**config.mk**
```make
export PLATFORM = sky130hd
export DESIGN_NAME = sec_to_hms_flat
export DESIGN_NICKNAME = d
export VERILOG_FILES = /design/src/rtl/sec_to_hms_pkg.sv /design/src/rtl/sec_to_hms_if.sv /design/src/rtl/sec_to_hms_bin2bcd7.sv /design/src/rtl/sec_to_hms.sv /design/src/flat_wrapper.sv
export SDC_FILE = /design/constraint.sdc
export NUM_CORES = 1
export LEC_CHECK = 0
export ABC_AREA = 0
export CAP_MARGIN = 20
export CORE_MARGIN = 4
export CORE_UTILIZATION = 40
export DETAILED_ROUTE_END_ITERATION = 8
export HOLD_SLACK_MARGIN = 0.12
export PLACE_DENSITY = 0.63
export SLEW_MARGIN = 20
export SYNTH_ARGS = -nofsm -noshare
export SYNTH_HDL_FRONTEND = slang
export SYNTH_SLANG_ARGS = --single-unit
export TNS_END_PERCENT = 20
```
**constraint.sdc**
```tcl
create_clock -name clk -period 2.7 [get_ports clk]
set_input_delay 0.405 -clock clk [delete_from_list [all_inputs] [get_ports clk]]
set_output_delay 0.405 -clock clk [all_outputs]
set_load 0.01 [all_outputs]
```
**src/rtl/sec_to_hms_pkg.sv**
```systemverilog
// Shared constants and types for the seconds-to-HH:MM:SS converter.
package sec_to_hms_pkg;

    localparam int SEC_PER_HOUR = 3600;
    localparam int SEC_PER_MIN  = 60;
    localparam int HOUR_MOD     = 100;

    // One shared iteration counter serves every division and BCD phase
    localparam int CNT_W       = 6;
    localparam int DIV_M_ITERS = 12;
    localparam int BCD_ITERS   = 7;

    typedef enum logic [2:0] {
        IDLE,
        DIV_H,
        DIV_M,
        MOD_H,
        BCD
    } state_t;

endpackage

```
**src/rtl/sec_to_hms_if.sv**
```systemverilog
// Bundle between the timer side and the converter: seconds in, display fields out.
interface sec_to_hms_if #(
    parameter int W = 32
);
    logic [W-1:0] second;
    logic [7:0]   hh;
    logic [7:0]   mm;
    logic [7:0]   ss;
    logic         hr_ovf;
    logic         busy;
    logic         valid;

    modport master (
        output second,
        input  hh, mm, ss, hr_ovf, busy, valid
    );

    modport slave (
        input  second,
        output hh, mm, ss, hr_ovf, busy, valid
    );
endinterface

```
**src/rtl/sec_to_hms_bin2bcd7.sv**
```systemverilog
// Double-dabble step register: loads a 7-bit binary value and converts it to
// two packed BCD digits over seven shift steps.
module bin2bcd7
    import sec_to_hms_pkg::*;
(
    input  logic       clk,
    input  logic       rst_n,
    input  logic       load,
    input  logic       shift,
    input  logic [6:0] din,
    output logic [7:0] bcd_next
);

    // Layout: [14:11] tens digit, [10:7] units digit, [6:0] binary still to shift in
    logic [14:0] sr;
    logic [14:0] sr_next;
    logic [3:0]  lo_adj;
    logic [3:0]  hi_adj;

    // Add-3 correction on each digit followed by a one-bit left shift
    always_comb begin
        lo_adj   = (sr[10:7]  >= 4'd5) ? sr[10:7]  + 4'd3 : sr[10:7];
        hi_adj   = (sr[14:11] >= 4'd5) ? sr[14:11] + 4'd3 : sr[14:11];
        sr_next  = {hi_adj, lo_adj, sr[6:0]} << 1;
        bcd_next = sr_next[14:7];
    end

    // Load clears the digits and seeds the binary operand; shift advances one step
    always_ff @(posedge clk or negedge rst_n) begin
        if (!rst_n) begin
            sr <= '0;
        end else if (load) begin
            sr <= {8'h00, din};
        end else if (shift) begin
            sr <= sr_next;
        end
    end

endmodule

```
**src/rtl/sec_to_hms.sv**
```systemverilog
// Converts the free-running binary seconds count into BCD hours (mod 100),
// minutes and seconds using fixed-latency iterative division, then strobes valid.
module sec_to_hms
    import sec_to_hms_pkg::*;
#(
    parameter int W = 32
) (
    input  logic         clk,
    input  logic         rst_n,
    sec_to_hms_if.slave  bus
);

    localparam logic [12:0]      HOUR_DIV   = 13'(SEC_PER_HOUR);
    localparam logic [6:0]       MIN_DIV    = 7'(SEC_PER_MIN);
    localparam logic [7:0]       HMOD_DIV   = 8'(HOUR_MOD);
    localparam logic [CNT_W-1:0] LAST_W     = CNT_W'(W - 1);
    localparam logic [CNT_W-1:0] LAST_DIV_M = CNT_W'(DIV_M_ITERS - 1);
    localparam logic [CNT_W-1:0] LAST_BCD   = CNT_W'(BCD_ITERS - 1);

    state_t           state;
    logic [CNT_W-1:0] cnt;
    logic [W-1:0]     op;
    logic [W-1:0]     last;
    logic [11:0]      rem_h;
    logic [11:0]      quo_m;
    logic [5:0]       rem_m;
    logic [6:0]       rem_c;
    logic             ovf;

    logic [7:0]       hh_q;
    logic [7:0]       mm_q;
    logic [7:0]       ss_q;
    logic             hr_ovf_q;
    logic             busy_q;
    logic             valid_q;

    logic [12:0]      t_h;
    logic             ge_h;
    logic [11:0]      rem_h_next;
    logic [6:0]       t_m;
    logic             ge_m;
    logic [5:0]       rem_m_next;
    logic [11:0]      quo_m_next;
    logic [7:0]       t_c;
    logic             ge_c;
    logic [6:0]       rem_c_next;

    logic             bcd_load;
    logic             bcd_shift;
    logic [7:0]       bcd_h;
    logic [7:0]       bcd_m;
    logic [7:0]       bcd_s;

    // One restoring-division step for each divider; the trial value is one bit
    // wider than the divisor so the compare never overflows
    always_comb begin
        t_h        = {rem_h, op[W-1]};
        ge_h       = (t_h >= HOUR_DIV);
        rem_h_next = ge_h ? 12'(t_h - HOUR_DIV) : t_h[11:0];

        t_m        = {rem_m, quo_m[11]};
        ge_m       = (t_m >= MIN_DIV);
        rem_m_next = ge_m ? 6'(t_m - MIN_DIV) : t_m[5:0];
        quo_m_next = {quo_m[10:0], ge_m};

        t_c        = {rem_c, op[W-1]};
        ge_c       = (t_c >= HMOD_DIV);
        rem_c_next = ge_c ? 7'(t_c - HMOD_DIV) : t_c[6:0];
    end

    assign bcd_load  = (state == MOD_H) && (cnt == LAST_W);
    assign bcd_shift = (state == BCD);

    bin2bcd7 u_bcd_h (
        .clk      (clk),
        .rst_n    (rst_n),
        .load     (bcd_load),
        .shift    (bcd_shift),
        .din      (rem_c_next),
        .bcd_next (bcd_h)
    );

    bin2bcd7 u_bcd_m (
        .clk      (clk),
        .rst_n    (rst_n),
        .load     (bcd_load),
        .shift    (bcd_shift),
        .din      (quo_m[6:0]),
        .bcd_next (bcd_m)
    );

    bin2bcd7 u_bcd_s (
        .clk      (clk),
        .rst_n    (rst_n),
        .load     (bcd_load),
        .shift    (bcd_shift),
        .din      ({1'b0, rem_m}),
        .bcd_next (bcd_s)
    );

    // Conversion sequencer: detect a new count, divide by 3600, split the
    // remainder by 60, reduce hours mod 100, convert to BCD and publish
    always_ff @(posedge clk or negedge rst_n) begin
        if (!rst_n) begin
            state    <= IDLE;
            cnt      <= '0;
            op       <= '0;
            last     <= '0;
            rem_h    <= '0;
            quo_m    <= '0;
            rem_m    <= '0;
            rem_c    <= '0;
            ovf      <= 1'b0;
            hh_q     <= 8'h00;
            mm_q     <= 8'h00;
            ss_q     <= 8'h00;
            hr_ovf_q <= 1'b0;
            busy_q   <= 1'b0;
            valid_q  <= 1'b0;
        end else begin
            valid_q <= 1'b0;
            case (state)
                IDLE: begin
                    if (bus.second != last) begin
                        op     <= bus.second;
                        last   <= bus.second;
                        rem_h  <= '0;
                        cnt    <= '0;
                        busy_q <= 1'b1;
                        state  <= DIV_H;
                    end
                end
                DIV_H: begin
                    op    <= {op[W-2:0], ge_h};
                    rem_h <= rem_h_next;
                    if (cnt == LAST_W) begin
                        quo_m <= rem_h_next;
                        rem_m <= '0;
                        cnt   <= '0;
                        state <= DIV_M;
                    end else begin
                        cnt <= cnt + 1'b1;
                    end
                end
                DIV_M: begin
                    quo_m <= quo_m_next;
                    rem_m <= rem_m_next;
                    if (cnt == LAST_DIV_M) begin
                        rem_c <= '0;
                        ovf   <= (op >= W'(HOUR_MOD));
                        cnt   <= '0;
                        state <= MOD_H;
                    end else begin
                        cnt <= cnt + 1'b1;
                    end
                end
                MOD_H: begin
                    op    <= {op[W-2:0], ge_c};
                    rem_c <= rem_c_next;
                    if (cnt == LAST_W) begin
                        cnt   <= '0;
                        state <= BCD;
                    end else begin
                        cnt <= cnt + 1'b1;
                    end
                end
                BCD: begin
                    if (cnt == LAST_BCD) begin
                        hh_q     <= bcd_h;
                        mm_q     <= bcd_m;
                        ss_q     <= bcd_s;
                        hr_ovf_q <= ovf;
                        valid_q  <= 1'b1;
                        busy_q   <= 1'b0;
                        cnt      <= '0;
                        state    <= IDLE;
                    end else begin
                        cnt <= cnt + 1'b1;
                    end
                end
                default: begin
                    state  <= IDLE;
                    cnt    <= '0;
                    busy_q <= 1'b0;
                end
            endcase
        end
    end

    assign bus.hh     = hh_q;
    assign bus.mm     = mm_q;
    assign bus.ss     = ss_q;
    assign bus.hr_ovf = hr_ovf_q;
    assign bus.busy   = busy_q;
    assign bus.valid  = valid_q;

endmodule

```
**src/flat_wrapper.sv**
```systemverilog
// flat-port wrapper written by rule: the top's interface ports become plain ports
module sec_to_hms_flat import sec_to_hms_pkg::*;
#(
    parameter int W = 32
)
  (clk, rst_n, bus_second, bus_hh, bus_mm, bus_ss, bus_hr_ovf, bus_busy, bus_valid);
  sec_to_hms_if #(.W(W)) bus_i ();
  input  logic clk;
  input  logic rst_n;
  input wire logic [$bits(bus_i.second)-1:0] bus_second;
  output wire logic [$bits(bus_i.hh)-1:0] bus_hh;
  output wire logic [$bits(bus_i.mm)-1:0] bus_mm;
  output wire logic [$bits(bus_i.ss)-1:0] bus_ss;
  output wire logic [$bits(bus_i.hr_ovf)-1:0] bus_hr_ovf;
  output wire logic [$bits(bus_i.busy)-1:0] bus_busy;
  output wire logic [$bits(bus_i.valid)-1:0] bus_valid;
  assign bus_i.second = bus_second;
  assign bus_hh = bus_i.hh;
  assign bus_mm = bus_i.mm;
  assign bus_ss = bus_i.ss;
  assign bus_hr_ovf = bus_i.hr_ovf;
  assign bus_busy = bus_i.busy;
  assign bus_valid = bus_i.valid;
  sec_to_hms #(.W(W)) u_core (.clk(clk), .rst_n(rst_n), .bus(bus_i));
endmodule
```
==> results.py <==
metrics = {
    "synth": {
        "syn_nets": 958,
        "yosys-top-cells-area": "dfrtp_1 50%, nand2_1 8.8%, mux2_2 7.3%",
        "synth.most_common_cell": "nand2_1",
        "yosysTopAreaCellShare_pct": 50.3,
        "yosysWarnings": 0,
        "avgSynthCellArea_um2": 10.0,
        "async_flop_share_pct": 100,
        "syn_area_um2": 9100,
        "synth_edf_count": 0,
        "synth.distinct_cells": 55,
        "synth_ff_type": "dfrtp_1",
        "netlist.top_cell.by_area": "dfrtp_1",
        "ys_seq_elements": 183,
        "syn-instance-count": 906,
        "ys_seq_area_share_pct": 50.3,
        "synth.cells.most_frequent": "213 x nand2_1, 183 x dfrtp_1, 59 x mux2_2",
    },
    "floorplanning": {
        "top_level_ports": 61,
        "initial_core_util_pct": 41.2,
        "die_w_um": 159,
        "core_area_um2": 22100,
        "die_h_um": 159,
        "num_rows": 54,
        "die_area_um2": 25200,
    },
    "layout": {
        "drive_gt1_share_pct": 16.3,
        "diodes": 0,
        "fin_cells": 1270,
        "multiInputGateArea_um2": 4200,
        "fin_nets": 1029,
        "fill_cells": 2063,
        "area_delta_synth_final_pct": 18.7,
        "seq_area_um2": 4580,
        "final_area_um2": 10800,
    },
    "timing": {
        "tightest_slew_ns": 0.828,
        "slew_violations": 0,
        "post-route-period-util_pct": 82.2,
        "hold_violations": 0,
        "fin_skew_ns": 0.0168,
        "rsz0062_at_grt": "false",
        "period_needed_ns": 2.22,
        "finalSetupViolations": 0,
        "finalSetupTns_ns": 0,
        "holdWs_ns": 0.479,
        "final.setup.worst_slack_ns": 0.481,
        "relSlewSlack_pct": 44.6,
        "timing.fmax_mhz": 451,
    },
    "worst_setup_path": {
        "critPathCaptureType": "register",
        "crit_chain": "inv_1 > ha_1 > or4b_1 > o211ai_2 > a41oi_4 > o21ai_0 > o31a_1 > o21ai_0",
        "worst-endpoint-required_ns": 3.00,
        "crit_slowest_cell": "or4b_1",
        "cp_slowest_stage_delay_ns": 0.46,
        "reg2reg_from": "u_core.rem_h[4]",
        "r2r_setup_slack_ns": 0.48,
        "r2r_end": "u_core.quo_m[10]",
        "crit_fanout": 6,
        "crit_top_cell": "o21ai_0",
        "crit_type": "reg2reg",
        "cp.arrival_ns": 2.52,
        "reg2reg_depth": 8,
        "setup.worst_path.start_class": "register",
    },
    "pwr": {
        "clockPowerShare_pct": 47.2,
        "p_leak_nw": 4.87,
        "p_switching_w": 0.00135,
        "ir_worst_vdd_mv": 0.324,
        "seqPwrFrac_pct": 49.6,
        "intPower_w": 0.00417,
        "sw_frac_of_total_pct": 24.4,
        "p_comb_share_pct": 3.2,
        "powerDensity_nw_per_um2": 511,
    },
    "placement": {
        "place_ws_ns": 0.0350,
        "place_inst": 1237,
        "port_buffers": 60,
        "gp_congestion": 0.784,
        "placed_area_um2": 10200,
        "hpwl_um": 13000,
    },
    "hold_path": {
        "hold_depth": 2,
        "hold_end": "u_core.bus.hh[7]",
        "holdCritPathClass": "reg2reg",
        "min-delay-start": "u_core.bus.hh[7]",
    },
    "drt": {
        "dr.max_layer_used": "met4",
        "dr.first_iter.drc_count": 405,
        "wl_met1_um": 9470,
        "drc_errors": 0,
        "drt_wl_total_um": 19200,
        "wl_met2_um": 9010,
        "wl_met3_um": 567,
        "detail_route.vias_per_cell": 5.14,
        "firstDrtPassIters": 4,
        "routedWlPerCell_um": 15.1,
        "num_vias": 6534,
        "ant_nets": 0,
    },
    "clock_tree": {
        "clock_sinks": 183,
        "cts_resized": 0,
        "htree_levels": 4,
        "post_cts_buffers": 0,
        "cts_tree": "built",
        "clock_latency_ns": 0.44,
        "clk_path_buf_depth": 2,
        "numCtsBuffers": 17,
        "cts_hold_buf": 1,
        "cts-root-buf": "clkbuf_16",
        "clkTransAtPathRegs_ns": 0.07,
    },
    "outcome": {
        "status": "completed",
    },
    "global_route": {
        "track_usage_pct": 15.7,
        "grt_pass1_wl_um": 33200,
        "overflow": 0,
        "grt_max_degree": 76,
        "antenna_found_initial": 0,
        "grt_pass1_vias": 6561,
    },
    "run": {
        "maxCapViolCount": 0,
    },
}
-- layout make-up --
| class | count | share of cell area [%] |
|---|---|---|
| repair buffers | 98 | 8.73 |
| clock inverters | 15 | 1.87 |
| well taps | 280 | 3.24 |
| inverters | 26 | 0.904 |
| flip-flops and latches | 183 | 42.4 |
| clock buffers | 17 | 3.94 |
| multi-input cells | 651 | 38.9 |
-- power groups by stage --
| stage | registers [W] | clock network [W] | logic, W |
|---|---|---|---|
| after global routing | 0.00274 | 0.00278 | 0.000196 |
| after floorplan | 0.00279 | 0 | 0.0000250 |
| final | 0.00274 | 0.00260 | 0.000175 |
| after global placement | 0.00279 | 0 | 0.000179 |
| after CTS | 0.00274 | 0.00265 | 0.000182 |
| after detailed placement | 0.00279 | 0 | 0.000180 |
-- kinds of logic (layout without fill, tap and decap cells) --
| logic type | Yosys count | in the layout | share of synthesized area, % |
|---|---|---|---|
| flip-flops | 183 | 183 | 50.3 |
| AO/OA/AOI/OAI | 168 | 168 | 11.3 |
| buffers and inverters | 72 | 156 | 3.60 |
| AND/OR/NAND/NOR | 326 | 326 | 15.8 |
| XOR/XNOR | 49 | 49 | 4.72 |
| adder cells (fa/ha/maj) | 18 | 18 | 2.48 |
| multiplexers | 90 | 90 | 11.7 |
-- routing by layer --
layer  track usage [%]  up-vias
li1                  -     3253
met1              22.0     3178
met2              25.2       90
met3              3.24       13
met4              3.43        0
met5                 0        -
-- how the worst max path moves through the flow --
stage | start | to | cells after the start
2_1_floorplan | u_core.rem_h[4] | u_core.rem_h[7] | 8
3_3_place_gp | bus_second[17] | u_core.op[21] | 8
3_5_place_dp | bus_second[19] | u_core.op[15] | 9
4_1_cts | u_core.rem_h[4] | u_core.quo_m[10] | 8
5_1_grt | u_core.cnt[0] | u_core.quo_m[10] | 7
6_report | u_core.rem_h[4] | u_core.quo_m[10] | 8
-- cell usage in the layout (no fill, tap or decap), types with 4 or more instances in the layout --
cell,count
a211oi_1,6
a22o_1,4
nor2_1,33
nand2b_1,8
xnor2_1,47
nor4_1,8
ha_1,18
inv_1,26
clkinv_8,4
clkbuf_16,17
nor3b_1,7
mux2i_1,12
clkdlybuf4s50_1,59
o21ai_0,49
dfrtp_1,183
a21oi_1,47
nor3_1,7
buf_12,4
nand4_1,9
o21ai_1,4
buf_4,33
a22oi_1,23
nand2_1,213
a31oi_1,4
mux2_2,59
mux2_4,18
o22ai_1,13
and2_1,9
nand3_1,15
-- metrics by stage --
| stage | power, W | util, % |
|---|---|---|
| floorplan | 0.00282 | - |
| global placement | 0.00297 | 46.0 |
| detailed placement | 0.00297 | 46.0 |
| CTS | 0.00557 | 48.9 |
| global route | 0.00572 | 48.9 |
| finish | 0.00552 | 48.9 |
-- flip-flops by register name (all words and copies together), names as in the netlist, 12 cells and up --
name,count
u_core.quo_m,12
u_core.rem_h,12
u_core.last,32
u_core.u_bcd_m.sr,15
u_core.u_bcd_h.sr,15
u_core.op,32
u_core.u_bcd_s.sr,15
-- worst max-delay path, delay by kind of cell (launching register included) --
kind	cells	cell delay, ns
AOI/OAI and AO/OA	5	0.92
adders and majority gates	1	0.14
buffers and inverters	1	0.12
DFF	1	0.44
and+or+nand+nor	1	0.46
Power figures use the tool's default switching activity.
